**src/rtl/rps_classify_ctrl_if.sv**
```systemverilog
// Row stream in, classification result out, plus busy status.
// Handshake rule for both streams: a transfer happens on a rising clk edge
// where valid && ready are both high; the producer holds data stable while
// valid is high and ready is low.
interface rps_classify_ctrl_if #(
   parameter int WIDTH = 32
);
   logic             row_valid;
   logic             row_ready;
   logic [WIDTH-1:0] row_data;
   logic             busy;
   logic             result_valid;
   logic             result_ready;
   logic [1:0]       result;
   logic [15:0]      sum;
   logic [15:0]      sum_left;
   logic [5:0]       leftmost;
   logic [5:0]       num_transitions;

   // Front end / consumer side
   modport master (
      output row_valid, row_data, result_ready,
      input  row_ready, busy, result_valid, result, sum, sum_left,
             leftmost, num_transitions
   );

   // Classifier sequencer side
   modport slave (
      input  row_valid, row_data, result_ready,
      output row_ready, busy, result_valid, result, sum, sum_left,
             leftmost, num_transitions
   );
endinterface

```
**src/rtl/rps_classify_ctrl.sv**
```systemverilog
// Row-serial rock-paper-scissors classifier sequencer: buffers one binarized
// frame, computes its features over two passes, and offers a gesture result.
module rps_classify_ctrl #(
   parameter int LENGTH = 32,
   parameter int WIDTH  = 32,
   parameter int LEFT   = 8,
   parameter int SHIFT  = 4
) (
   input  logic                 clk,
   input  logic                 rst_n,
   rps_classify_ctrl_if.slave   bus,
   output logic [2:0]           dbg_state_o
);

   typedef enum logic [2:0] {
      S_LOAD   = 3'd0,
      S_PASS1  = 3'd1,
      S_PASS2  = 3'd2,
      S_DECIDE = 3'd3,
      S_HOLD   = 3'd4
   } state_t;

   localparam int              RW      = (LENGTH > 1) ? $clog2(LENGTH) : 1;
   localparam logic [RW-1:0]   LAST    = RW'(LENGTH - 1);
   localparam logic [RW-1:0]   LAST2   = RW'(LENGTH - 2);
   localparam logic [6:0]      WIDTH_C = 7'(WIDTH);
   localparam logic [15:0]     THRESH  = 16'((LENGTH * WIDTH) / 50);

   state_t            state_q;
   logic [RW-1:0]     row_cnt_q;
   logic [WIDTH-1:0]  buf_q [LENGTH];
   logic              row_ready_q;
   logic              busy_q;
   logic              result_valid_q;
   logic [1:0]        result_q;
   logic [15:0]       sum_q;
   logic [15:0]       sum_left_q;
   logic [5:0]        leftmost_q;
   logic [5:0]        num_trans_q;

   logic [RW-1:0]     nxt_idx_d;
   logic [WIDTH-1:0]  row_cur_d;
   logic [WIDTH-1:0]  row_nxt_d;
   logic [WIDTH-1:0]  diff_d;
   logic [15:0]       pop_all_d;
   logic [15:0]       pop_left_d;
   logic [5:0]        low_idx_d;
   logic              low_found_d;
   logic [6:0]        col_d;
   logic              trans_hit_d;

   // Count lit bits among columns 0..n-1
   function automatic logic [15:0] count_bits(input logic [WIDTH-1:0] v, input int n);
      logic [15:0] c;
      c = '0;
      for (int j = 0; j < WIDTH; j++) begin
         if (j < n && v[j]) c = c + 16'd1;
      end
      return c;
   endfunction

   // Per-row feature terms for the row currently addressed by row_cnt_q
   always_comb begin
      nxt_idx_d   = (row_cnt_q == LAST) ? '0 : row_cnt_q + RW'(1);
      row_cur_d   = buf_q[row_cnt_q];
      row_nxt_d   = buf_q[nxt_idx_d];
      pop_all_d   = count_bits(row_cur_d, WIDTH);
      pop_left_d  = count_bits(row_cur_d, LEFT);
      low_idx_d   = 6'(WIDTH);
      for (int j = WIDTH - 1; j >= 0; j--) begin
         if (row_cur_d[j]) low_idx_d = 6'(j);
      end
      low_found_d = |row_cur_d;
      // Probe column can land past the right edge; then it never counts
      col_d       = 7'(leftmost_q) + 7'(SHIFT);
      diff_d      = (row_cur_d ^ row_nxt_d) >> col_d;
      trans_hit_d = (col_d < WIDTH_C) && diff_d[0];
   end

   // Sequencer FSM with registered outputs and the frame buffer
   always_ff @(posedge clk) begin
      if (!rst_n) begin
         state_q        <= S_LOAD;
         row_cnt_q      <= '0;
         row_ready_q    <= 1'b1;
         busy_q         <= 1'b0;
         result_valid_q <= 1'b0;
         result_q       <= 2'd0;
         sum_q          <= '0;
         sum_left_q     <= '0;
         leftmost_q     <= 6'(WIDTH);
         num_trans_q    <= '0;
      end else begin
         case (state_q)
            S_LOAD: begin
               if (bus.row_valid && row_ready_q) begin
                  buf_q[row_cnt_q] <= bus.row_data;
                  if (row_cnt_q == LAST) begin
                     row_cnt_q   <= '0;
                     sum_q       <= '0;
                     sum_left_q  <= '0;
                     num_trans_q <= '0;
                     leftmost_q  <= 6'(WIDTH);
                     row_ready_q <= 1'b0;
                     busy_q      <= 1'b1;
                     state_q     <= S_PASS1;
                  end else begin
                     row_cnt_q <= row_cnt_q + RW'(1);
                  end
               end
            end
            S_PASS1: begin
               sum_q      <= sum_q + pop_all_d;
               sum_left_q <= sum_left_q + pop_left_d;
               if (low_found_d && (low_idx_d < leftmost_q)) leftmost_q <= low_idx_d;
               if (row_cnt_q == LAST) begin
                  row_cnt_q <= '0;
                  state_q   <= S_PASS2;
               end else begin
                  row_cnt_q <= row_cnt_q + RW'(1);
               end
            end
            S_PASS2: begin
               if (trans_hit_d) num_trans_q <= num_trans_q + 6'd1;
               if (row_cnt_q == LAST2) begin
                  row_cnt_q <= '0;
                  state_q   <= S_DECIDE;
               end else begin
                  row_cnt_q <= row_cnt_q + RW'(1);
               end
            end
            S_DECIDE: begin
               if (num_trans_q == 6'd4)      result_q <= 2'd2;
               else if (sum_left_q > THRESH) result_q <= 2'd1;
               else                          result_q <= 2'd0;
               result_valid_q <= 1'b1;
               busy_q         <= 1'b0;
               state_q        <= S_HOLD;
            end
            S_HOLD: begin
               if (bus.result_ready) begin
                  result_valid_q <= 1'b0;
                  row_ready_q    <= 1'b1;
                  state_q        <= S_LOAD;
               end
            end
            default: state_q <= S_LOAD;
         endcase
      end
   end

   assign bus.row_ready       = row_ready_q;
   assign bus.busy            = busy_q;
   assign bus.result_valid    = result_valid_q;
   assign bus.result          = result_q;
   assign bus.sum             = sum_q;
   assign bus.sum_left        = sum_left_q;
   assign bus.leftmost        = leftmost_q;
   assign bus.num_transitions = num_trans_q;
   assign dbg_state_o         = state_q;

endmodule
```
**src/flat_wrapper.sv**
```systemverilog
// flat-port wrapper written by rule: the top's interface ports become plain ports
module rps_classify_ctrl_flat 
#(
   parameter int LENGTH = 32,
   parameter int WIDTH  = 32,
   parameter int LEFT   = 8,
   parameter int SHIFT  = 4
)
  (clk, rst_n, dbg_state_o, bus_row_valid, bus_row_data, bus_result_ready, bus_row_ready, bus_busy, bus_result_valid, bus_result, bus_sum, bus_sum_left, bus_leftmost, bus_num_transitions);
  rps_classify_ctrl_if #(.WIDTH(WIDTH)) bus_i ();
  input  logic clk;
  input  logic rst_n;
  output logic [2:0] dbg_state_o;
  input wire logic [$bits(bus_i.row_valid)-1:0] bus_row_valid;
  input wire logic [$bits(bus_i.row_data)-1:0] bus_row_data;
  input wire logic [$bits(bus_i.result_ready)-1:0] bus_result_ready;
  output wire logic [$bits(bus_i.row_ready)-1:0] bus_row_ready;
  output wire logic [$bits(bus_i.busy)-1:0] bus_busy;
  output wire logic [$bits(bus_i.result_valid)-1:0] bus_result_valid;
  output wire logic [$bits(bus_i.result)-1:0] bus_result;
  output wire logic [$bits(bus_i.sum)-1:0] bus_sum;
  output wire logic [$bits(bus_i.sum_left)-1:0] bus_sum_left;
  output wire logic [$bits(bus_i.leftmost)-1:0] bus_leftmost;
  output wire logic [$bits(bus_i.num_transitions)-1:0] bus_num_transitions;
  assign bus_i.row_valid = bus_row_valid;
  assign bus_i.row_data = bus_row_data;
  assign bus_i.result_ready = bus_result_ready;
  assign bus_row_ready = bus_i.row_ready;
  assign bus_busy = bus_i.busy;
  assign bus_result_valid = bus_i.result_valid;
  assign bus_result = bus_i.result;
  assign bus_sum = bus_i.sum;
  assign bus_sum_left = bus_i.sum_left;
  assign bus_leftmost = bus_i.leftmost;
  assign bus_num_transitions = bus_i.num_transitions;
  rps_classify_ctrl #(.LENGTH(LENGTH), .WIDTH(WIDTH), .LEFT(LEFT), .SHIFT(SHIFT)) u_core (.clk(clk), .rst_n(rst_n), .bus(bus_i), .dbg_state_o(dbg_state_o));
endmodule
```
**config.mk**
```make
export PLATFORM = sky130hd
export DESIGN_NAME = rps_classify_ctrl_flat
export DESIGN_NICKNAME = d
export VERILOG_FILES = /design/src/rtl/rps_classify_ctrl_if.sv /design/src/rtl/rps_classify_ctrl.sv /design/src/flat_wrapper.sv
export SDC_FILE = /design/constraint.sdc
export NUM_CORES = 2
export LEC_CHECK = 0
export CORE_UTILIZATION = 45
export CTS_CLUSTER_DIAMETER = 100
export DETAILED_ROUTE_END_ITERATION = 10
export GPL_TIMING_DRIVEN = 0
export PLACE_DENSITY = 0.68
export SLEW_MARGIN = 5
export SYNTH_ARGS = -nofsm -noshare
export SYNTH_HDL_FRONTEND = slang
export SYNTH_SLANG_ARGS = --single-unit
```
**constraint.sdc**
```tcl
create_clock -name clk -period 38.5 [get_ports clk]
set_clock_uncertainty 0.2 [all_clocks]
set_input_delay 9.625 -clock clk [delete_from_list [all_inputs] [get_ports clk]]
set_output_delay 9.625 -clock clk [all_outputs]
set_load 0.03 [all_outputs]
```
---- Word-level counts from Yosys, hierarchy flattened ----
Memory sizes are Yosys's and may differ from the RTL's. A register that Yosys moved wholly into a read port is not among the register bits.
Cells that the tools add are included.
storage, ports and cells
  memory bits (writable) .................. 1024
  output and inout bits ................... 52
  memories ................................ 1
  logic and storage cells ................. 188
  bits of input ports ..................... 36
  register bits after elaboration ......... 57
cells by class
  magnitude comparators ................... 3
  add/sub/neg operators ................... 36
  shift operators ......................... 1
  reduce and logical (&&, ||, !) cells .... 19
  equal/unequal tests ..................... 14
  bitwise gates (word level) .............. 1
  muxes and demuxes ....................... 103
memories
  memory        depth  width  rd ports  clocked after memory_dff  wr ports  line                     RTL
  u_core.buf_q  32     32     2         1                         1         rps_classify_ctrl.sv:31  logic [WIDTH-1:0] buf_q [LENGTH];
operators by type and width
  cell                                                             count
  2-to-1 mux 16 bit                                                33
  adder 16 x 1 -> 16 bit (second input constant)                   31
  2-to-1 mux 6 bit                                                 38
  case mux 16 bit (2 select lines)                                 2
  adder 16 bit                                                     2
  OR reduction 32 bit                                              1
  >> shifter 32 x 7 -> 1 bit                                       1
  bitwise XOR 32 bit                                               1
  2-to-1 mux 5 bit                                                 5
  case mux 6 bit (2 select lines)                                  2
  greater-than comparator 16 x 5 -> 1 bit (second input constant)  1
  2-to-1 mux 3 bit                                                 5
  case mux 3 bit (5 select lines)                                  1
  case mux 5 bit (3 select lines)                                  1
  2-to-1 mux 1 bit                                                 12
  inequality test 2 x 1 -> 1 bit (second input constant)           6
  AND reduction 4 bit                                              3
  == test 5 bit (second input constant)                            2
  nonzero test 2 bit                                               5
  adder 6 x 3 -> 7 bit (second input constant)                     1
  < comparator 7 x 6 -> 1 bit (second input constant)              1
  adder 6 x 1 -> 6 bit (second input constant)                     1
  == test 3 x 2 -> 1 bit (second input constant)                   2
  == test 6 x 3 -> 1 bit (second input constant)                   1
  other kinds (13)                                                 19

---- Longest topological paths before layout ----
  depth after elaboration ................. 65
  depth in mapped cells ................... 136
  depth with buffers taken out ............ 119

---- Worst setup path after synthesis ----
OpenSTA, ideal clock, no wires.
  kind .................................... flip-flop to flip-flop
  start point ............................. reg (tool-made name)
  end point ............................... reg u_core.sum_q[15], in the netlist u_core.bus.sum[15]
  path buffers ............................ 13
  arrival time ............................ 26779 ps
  cell stages (with the launch flop) ...... 130
  slack ................................... 11445 ps
  period minus slack after synthesis ...... 27055 ps
  cells stage by stage .................... dfxtp_1 > buf_4 > buf_4 > buf_2 > buf_2 > buf_2 > buf_2 > buf_2 > clkbuf_1 > buf_1 > buf_2 > buf_2 > buf_1 > mux4_2 > mux4_2 > mux2i_1 > ha_1 > clkbuf_1 > (+94 left out) > ha_1 > a21o_1 > a21o_1 > a21o_1 > a21oi_1 > o21bai_1 > a21oi_1 > o21bai_1 > a21oi_1 > o21bai_1 > a21oi_1 > o21bai_1 > a21oi_1 > nor2b_1 > o21a_1 > o31ai_1 > nand2_1 > a21boi_0
RTL lines
  what                  line                      RTL
  to (signal assigned)  rps_classify_ctrl.sv:113  sum_q <= sum_q + pop_all_d;
  to (decl)             rps_classify_ctrl.sv:36   logic [15:0] sum_q;

==> impl_metrics.py <==
metrics = {
    "drt": {
        "wl_per_cell_um": 37.2,
        "vias": 42300,
        "vias_per_cell": 7.19,
        "wirelength_um": 219000,
        "drc": 0,
        "drt_iter0_drc": 7936,
        "ant_nets": 0,
        "firstDrtPassIters": 7,
    },
    "place": {
        "place_inst": 5672,
        "place_hpwl_um": 147000,
        "port_buffers": 87,
        "routabilityCongestion": 0.975,
    },
    "cts": {
        "cts_setup_buffers": 0,
        "clk_latency_ns": 0.76,
        "cts_hold_buf": 0,
        "cts_tree": "built",
        "cts-resized-gates": 0,
        "cts_max_level": 3,
        "path_clk_slew_ns": 0.06,
        "numCtsBuffers": 114,
        "cts.path.max_buffers": 3,
        "clock_sinks": 1086,
        "cts-root-buf": "clkbuf_16",
    },
    "floorplanning": {
        "io_pins": 88,
        "fp-row-count": 130,
        "start_util_pct": 45.4,
        "dieHeight_um": 358,
        "die_area_um2": 128000,
        "die_w_um": 358,
        "coreArea_um2": 126000,
    },
    "timing": {
        "period_minus_slack_ns": 33.05,
        "relSlewSlack_pct": -12.1,
        "rsz0062_at_grt": "no",
        "final.period_utilization_pct": 85.9,
        "setup_viol": 0,
        "finalSetupTns_ns": 0,
        "fmax_mhz": 30.3,
        "holdWs_ns": 0.264,
        "hold_viol_final": 0,
        "drv_slew": 53,
        "worst_pin_slew_ns": 1.68,
    },
    "setup_path": {
        "arrival_ns": 33.54,
        "slowest_stage": "buf_1",
        "r2r_setup_slack_ns": 5.45,
        "end_kind": "register",
        "cp-endpoint": "u_core.bus.sum[15]$_SDFFE_PN0P_",
        "rr_worst_depth": 134,
        "path_class": "reg -> reg",
        "crit_top_cell": "ha_1",
        "cpPeakStageDelay_ns": 0.73,
        "worst-endpoint-required_ns": 38.98,
        "cp_max_fo": 10,
        "startpoint_type": "register",
        "worstReg2RegEnd": "u_core.bus.sum[15]$_SDFFE_PN0P_",
    },
    "global_routing": {
        "grt_pass1_wl_um": 302000,
        "grt-ovfl-total": 0,
        "grt_pass1_vias": 40600,
        "grt_max_degree": 33,
        "antenna_found_initial": 12,
        "track_usage_pct": 33.7,
    },
    "synthesis": {
        "ys_ff_latch": 1086,
        "ys_top_cells_by_count": "edfxtp_1 (1024), mux4_2 (392), a21oi_1 (303), clkbuf_1 (180), nor2_1 (170)",
        "seq_area_frac_synth_pct": 56.0,
        "yosysWarnings": 0,
        "synth_edf_count": 1024,
        "synthSimpleGateAreaFrac_pct": 7.32,
        "synth_top_area_share_pct": 53.8,
        "netlist.top_cell.by_area": "edfxtp_1",
        "postSynthCellCount": 3859,
        "synth_area_um2": 57200,
        "ys_top_cells_by_area": "edfxtp_1 (54%), mux4_2 (15%), a21oi_1 (2.7%)",
        "muxShareOfSynthArea_pct": 18.2,
        "ys.flop_type": "edfxtp_1",
        "synth_top_family_by_area": "multiplexers",
        "synthAdderAreaFrac_pct": 1.51,
        "async_flop_share_pct": 0,
        "synth-compound-area-share_pct": 9.94,
        "synth_most_common_cell": "edfxtp_1",
        "syn_avg_cell_area_um2": 14.8,
        "synth_cell_types": 120,
        "synth_xor_area_share_pct": 4.43,
    },
    "hold_path": {
        "min_from": "u_core.bus.busy$_SDFFE_PN0P_",
        "hold_class": "reg -> reg",
        "whs_path_depth": 2,
    },
    "cells_and_area": {
        "finalNonFillerCells": 5886,
        "finish.utilization_pct": 52.0,
        "syn2layout_area_growth_pct": 14.5,
        "nNetsFinal": 4240,
        "nFillCells": 10200,
        "drive_above_1_share_pct": 19.3,
    },
    "run_status": {
        "status": "finished, violations left",
        "violations": "capacitance limit, slew limit",
    },
    "flow_run": {
        "cap_violations": 7,
    },
}
==> kinds of logic (layout without fill, tap and decap cells) <==
family,count (synthesis),count (layout)
AO/OA/AOI/OAI,832,832
XOR/XNOR,222,222
adder cells (fa/ha/maj),69,69
buffers and inverters,343,706
flip-flops,1086,1086
multiplexers,549,549
other,1,15
AND/OR/NAND/NOR,757,757
==> state kept, by name, summed over array words and instances, names as in the netlist, 2 cells and up, named ones only <==
name	cells
u_core.row_cnt_q	5
u_core.bus.sum	16
u_core.bus.num_transitions	6
u_core.bus.result	2
u_core.buf_q	1024
u_core.bus.leftmost	6
u_core.bus.sum_left	16
u_core.dbg_state_o	3
==> worst min-delay path by stage <==
stage | end
floorplan | u_core.bus.busy$_SDFFE_PN0P_
global placement | u_core.bus.busy$_SDFFE_PN0P_
detailed placement | u_core.bus.busy$_SDFFE_PN0P_
CTS | u_core.bus.busy$_SDFFE_PN0P_
global route | u_core.bus.busy$_SDFFE_PN0P_
finish | u_core.bus.busy$_SDFFE_PN0P_
==> per-layer routing <==
metal,up-vias,GRT usage (%),part of all wire [%]
met2,4215,49.1,42
met1,20800,42.2,33
met3,1020,13.6,17
met4,16,20.2,7.4
met5,-,1.04,0.13
li1,16300,-,-
==> metrics by stage <==
stage	worst slack [ns]	instance area (um2)
2_1_floorplan	11.45	57200
4_1_cts	5.80	65400
5_1_grt	3.61	65400
6_report	5.45	65400
3_5_place_dp	5.93	61900
3_3_place_gp	5.14	60100
==> critical path, delay by kind of cell, from the launching register on <==
kind,cells,cell delay [ns]
AO/OA/AOI/OAI,35,6.88
XOR/XNOR,1,0.48
adder cells (fa/ha/maj),27,8.16
buffers and inverters,27,8.29
flip-flops,1,0.52
multiplexers,10,3.08
AND/OR/NAND/NOR,34,5.29
==> layout by cell type, fill, tap and decap left out, types with 13 or more instances in the layout <==
| master | instances |
|---|---|
| a211oi_1 | 118 |
| a21boi_0 | 22 |
| a21oi_1 | 303 |
| a221oi_1 | 116 |
| a22oi_1 | 46 |
| and2_1 | 45 |
| and3_1 | 31 |
| buf_1 | 41 |
| buf_12 | 45 |
| buf_16 | 19 |
| buf_2 | 22 |
| clkbuf_1 | 191 |
| clkbuf_16 | 115 |
| clkbuf_2 | 15 |
| clkdlybuf4s50_1 | 87 |
| clkinv_1 | 32 |
| clkinv_2 | 21 |
| dfxtp_1 | 62 |
| edfxtp_1 | 1024 |
| ha_1 | 65 |
| inv_1 | 65 |
| mux2i_1 | 138 |
| mux4_2 | 392 |
| nand2_1 | 135 |
| nand2b_1 | 22 |
| nand3_1 | 74 |
| nand4_1 | 14 |
| nor2_1 | 137 |
| nor2_4 | 32 |
| nor2b_1 | 28 |
| nor3_1 | 29 |
| nor3b_1 | 120 |
| o21a_1 | 14 |
| o21ai_0 | 64 |
| o21bai_1 | 13 |
| xnor2_1 | 133 |
| xor2_1 | 44 |
==> cell type report <==
class                           count  area, um2  area share (%)
Clock inverter                     68        543           0.830
Timing Repair Buffer              156       2360            3.60
Inverter                           73        277           0.423
Buffer                            270       1220            1.87
Sequential cell                  1086      32000            48.9
Clock buffer                      139       2970            4.54
Multi-Input combinational cell   2437      24000            36.7
Antenna cell                        7       17.5          0.0268
Tap cell                         1650       2060            3.15
Power is not shown: default switching activity piles up to over one toggle a cycle in this logic, so the estimate is an artifact.
